$ cat src/rtl/digit_scanner.sv
// Time-multiplexed scanner for a 4-digit display: drives a 2-to-4 decoder index
// and blanks the decoder between digits so the outgoing and incoming digits never overlap.
module digit_scanner #(
  parameter int SHOW_CYC  = 50000,
  parameter int BLANK_CYC = 4,
  parameter int CNT_W     = 16
) (
  input  logic       clk,
  input  logic       rst,
  input  logic       en,
  input  logic [3:0] mask,
  output logic       o1,
  output logic       o0,
  output logic       blank,
  output logic       digit_done,
  output logic       frame_done
);

  typedef enum logic [1:0] {IDLE, SHOW, BLANK} state_t;

  localparam logic [CNT_W-1:0] SHOW_LAST  = CNT_W'(SHOW_CYC - 1);
  localparam logic [CNT_W-1:0] BLANK_LAST = CNT_W'(BLANK_CYC - 1);

  state_t           state;
  logic [CNT_W-1:0] cnt;
  logic [1:0]       idx;
  logic [1:0]       nxt_idx;

  function automatic logic [1:0] lowest_set(input logic [3:0] m);
    lowest_set = 2'd0;
    for (int i = 3; i >= 0; i--) begin
      if (m[i]) lowest_set = 2'(i);
    end
  endfunction

  // Circular search starting at cur+1; cur itself is the last candidate, so a
  // lone enabled digit keeps being selected.
  function automatic logic [1:0] next_set(input logic [1:0] cur, input logic [3:0] m);
    logic [1:0] cand;
    next_set = cur;
    for (int k = 4; k >= 1; k--) begin
      cand = cur + 2'(k);
      if (m[cand]) next_set = cand;
    end
  endfunction

  assign nxt_idx = next_set(idx, mask);
  assign {o1, o0} = idx;

  always_ff @(posedge clk or posedge rst) begin
    if (rst) begin
      state      <= IDLE;
      cnt        <= '0;
      idx        <= 2'd0;
      blank      <= 1'b1;
      digit_done <= 1'b0;
      frame_done <= 1'b0;
    end else begin
      digit_done <= 1'b0;
      frame_done <= 1'b0;
      case (state)
        IDLE: begin
          blank <= 1'b1;
          cnt   <= '0;
          if (en && mask != 4'b0000) begin
            state <= SHOW;
            idx   <= lowest_set(mask);
            blank <= 1'b0;
          end
        end
        SHOW: begin
          if (!en) begin
            state <= IDLE;
            blank <= 1'b1;
            cnt   <= '0;
          end else if (cnt == SHOW_LAST) begin
            state      <= BLANK;
            blank      <= 1'b1;
            cnt        <= '0;
            digit_done <= 1'b1;
          end else begin
            cnt <= cnt + 1'b1;
          end
        end
        BLANK: begin
          if (!en) begin
            state <= IDLE;
            blank <= 1'b1;
            cnt   <= '0;
          end else if (cnt == BLANK_LAST) begin
            cnt <= '0;
            if (mask != 4'b0000) begin
              state      <= SHOW;
              blank      <= 1'b0;
              idx        <= nxt_idx;
              frame_done <= (nxt_idx <= idx);
            end else begin
              state <= IDLE;
              blank <= 1'b1;
            end
          end else begin
            cnt <= cnt + 1'b1;
          end
        end
        default: begin
          state <= IDLE;
          blank <= 1'b1;
          cnt   <= '0;
        end
      endcase
    end
  end

endmodule

$ cat config.mk
export PLATFORM = sky130hd
export DESIGN_NAME = digit_scanner
export DESIGN_NICKNAME = d
export VERILOG_FILES = /design/src/rtl/digit_scanner.sv
export SDC_FILE = /design/constraint.sdc
export NUM_CORES = 1
export LEC_CHECK = 0
export ABC_AREA = 0
export BUFFER_PORTS_ARGS = -buffer_cell sky130_fd_sc_hd__buf_4
export CAP_MARGIN = 25
export CORE_MARGIN = 2
export CORE_UTILIZATION = 30
export DETAILED_ROUTE_END_ITERATION = 6
export GPL_TIMING_DRIVEN = 1
export PLACE_DENSITY_LB_ADDON = 0.1
export SLEW_MARGIN = 20
export SYNTH_ARGS = -nofsm -noshare
export SYNTH_HDL_FRONTEND = slang
export SYNTH_SLANG_ARGS = --single-unit
$ cat constraint.sdc
create_clock -name clk -period 1.83 [get_ports clk]
set_input_delay 0.0915 -clock clk [delete_from_list [all_inputs] [get_ports clk]]
set_output_delay 0.0915 -clock clk [all_outputs]
set_load 0.01 [all_outputs]
==> flow_summary.yaml <==
run_status:
  status: "finished, final reports clean"
critical_path:
  cp-end-kind: "flop"
  cpPeakStageDelay_ns: 0.57
  cp_max_fo: 5
  crit_slowest_cell: "or4_4"
  timing.rr.end: "cnt[13]"
  start_kind: "flop"
  path_class: "flop to flop"
  worstRegToRegCells: 4
  r2r_slack_ns: 0.07
  crit_required_ns: 2.01
  r2r_start: "cnt[6]"
  crit_arrival_ns: 1.94
  cp_cell_sequence: "nand3_2, or4_4, or3_1, a211oi_1"
floorplan:
  io_pins: 12
  num_rows: 24
  chipWidth_microns: 72.2
  core_area_sq_mm: 0.00441
  die_y_microns: 72.2
  dieArea_sq_mm: 0.00522
  start_util_pct: 31.6
sta:
  hold_viol: 0
  tightest_slew_ns: 0.522
  rsz0062_at_grt: "true"
  fmax_ghz: 0.568
  min_period_ns: 1.76
  setup_viol: 0
  finalCritPeriodShare_pct: 96.2
  relSlewSlack_pct: 65.1
  fin_skew_ns: 0.00307
  slew_violations: 0
  setup_tns_ns: 0
detailed_routing:
  firstDrtPassIters: 4
  vias_per_cell: 5.30
  num_vias: 1250
  ant_nets: 0
  routed_wl_microns: 3370
  drc: 0
  drt_iter0_markers: 43
  avgRoutedWirePerCell_microns: 14.3
layout:
  num_antenna_cells: 0
  syn_to_final_growth_pct: 32.7
  final_cell_area_sq_mm: 0.00185
  final_common_cell: "buf_4"
  nFillCells: 436
  final_nets: 199
  layout-drive-gt1-share_pct: 32.6
  layout_common_cells: "buf_4, nor3_1, dfrtp_1, inv_1, xnor2_1"
power:
  power_uw: 1440
  power_leakage_uw: 0.000719
  power_density_mw_per_mm2: 777
  peakVddDrop_mv: 0.258
global_route:
  grt_pass1_wl_microns: 5340
  overflow: 0
  grt_pass1_vias: 1193
  grt_max_degree: 24
  antenna_found_initial: 0
  track_usage_pct: 12.9
hold_path:
  min_to: "blank"
  worstHoldStart: "en"
  min_path_type: "input port to flop"
  hold_depth: 3
clock_tree:
  clk_path_buf_depth: 2
  cts-root-buf: "clkbuf_8"
  htreeDepth: 1
  cts_tree: "done"
  clock_latency_ns: 0.26
  clk_pin_slew_worst_paths_ns: 0.09
  cts_made_buffers: 3
  cts_sinks: 23
placement:
  place_area_sq_mm: 0.00169
  dp_hpwl_microns: 2360
  place_congestion: 0.786
  io_buffers: 11
logic_synthesis:
  yosysSeqAreaShare_pct: 41.3
  syn_inst: 149
  yosysUniqueCellTypes: 37
  synth_area_per_cell_sq_um: 9.37
  synth.net_count: 163
  syn_area_sq_mm: 0.00140
  synth-seq-cells: 23
  yosysWarnings: 0
run:
  drv_cap: 0
[state kept, by name (all words and copies together), names as in the netlist]
signal	flops
frame_done	1
cnt	16
state	2
digit_done	1
idx	2
blank	1
[Yosys cell counts (all sizes together)]
master | instances | share of area, %
a22oi | 1 | 0.90
a222oi | 1 | 0.72
xor2 | 2 | 1.3
and4 | 2 | 1.3
nand2 | 5 | 1.3
nor3b | 1 | 0.54
buf | 1 | 0.36
a41oi | 1 | 0.63
clkbuf | 2 | 0.54
o32ai | 1 | 0.63
nor2b | 2 | 0.90
or3 | 2 | 0.90
dfrtp | 22 | 39
xnor2 | 10 | 6.3
ha | 7 | 6.3
a311oi | 1 | 0.63
a21oi | 6 | 2.2
or4 | 2 | 1.3
dfstp | 1 | 1.9
and2 | 2 | 0.90
mux2i | 3 | 2.2
nand4 | 4 | 1.8
nor4b | 1 | 0.63
inv | 12 | 3.2
o41ai | 2 | 1.3
a211oi | 3 | 1.6
o2bb2ai | 2 | 1.3
mux2 | 1 | 0.81
nor3 | 20 | 7.2
o21ai | 4 | 1.4
nor2 | 9 | 2.4
nor4 | 6 | 2.7
nand2b | 4 | 1.8
nand3 | 6 | 2.9
[through the flow]
| step | utilization [%] | setup slack, ns | hold slack [ns] | std cells |
|---|---|---|---|---|
| after detailed placement | 38.2 | 0.00437 | 0.173 | 227 |
| after CTS | 39.4 | 0.00104 | 0.125 | 232 |
| final | 42.0 | 0.0691 | 0.128 | 236 |
| after floorplan | - | 0.0519 | 0.0927 | 149 |
| after global routing | 42.0 | -0.0822 | 0.151 | 236 |
| after global placement | 38.2 | 0.0573 | 0.163 | 227 |
[worst max-delay path by stage]
stage	from	endpoint	slack, ns	cells past startpoint
2_1_floorplan	cnt[0]	cnt[10]	0.05	6
3_3_place_gp	cnt[2]	cnt[15]	0.06	4
3_5_place_dp	cnt[2]	cnt[13]	0.004	4
4_1_cts	cnt[2]	cnt[15]	0.001	4
5_1_grt	cnt[0]	state[1]	-0.08	5
6_report	cnt[6]	cnt[13]	0.07	4
[per-layer routing]
metal  GRT usage, %  routed length (microns)  vias to the layer above
met4           3.98                       19                        0
met3           2.08                       91                        2
met5              0                        0                        -
met2           22.5                     1720                       17
met1           16.2                     1540                      607
li1               -                        -                      624
[area by class of cell]
cell class	instances	area [sq um]	share of cell area, %
Multi-Input combinational cell	111	845	45.6
Sequential cell	23	583	31.5
Timing Repair Buffer	34	270	14.6
Tap cell	52	65.1	3.51
Clock buffer	4	45.0	2.43
Inverter	12	45.0	2.43
[what timing repair did]
| action | in CTS | in global routing |
|---|---|---|
| buffers inserted | 0 | 4 |
| endpoints found under the setup margin | 0 | 21 |
| hold buffers | 1 | 0 |
| gates resized for setup | 0 | 18 |
| endpoints found under the hold margin | 22 | 0 |
[power by group]
group / internal (uW) / leakage [uW] / switching [uW] / total, uW
combinational: 218 / 0.000390 / 294 / 512
clock: 155 / 0.0000228 / 167 / 322
sequential: 556 / 0.000306 / 49.4 / 606
[logic make-up after synthesis]
family	after synthesis	synth area share [%]
adders and majority gates	7	6.27
AOI/OAI and AO/OA	22	11.2
xor gates and xnor gates	12	7.53
and+or+nand+nor	66	26.6
DFF	23	41.3
buffers and inverters	15	4.12
muxes	4	2.96
[worst max-delay path: cells and delay by family, from the launching register on]
kind	cells	cell delay [ns]
AO/OA/AOI/OAI	1	0.22
AND/OR/NAND/NOR	3	1.03
flip-flops	1	0.42
(Power assumes the default switching activity.)
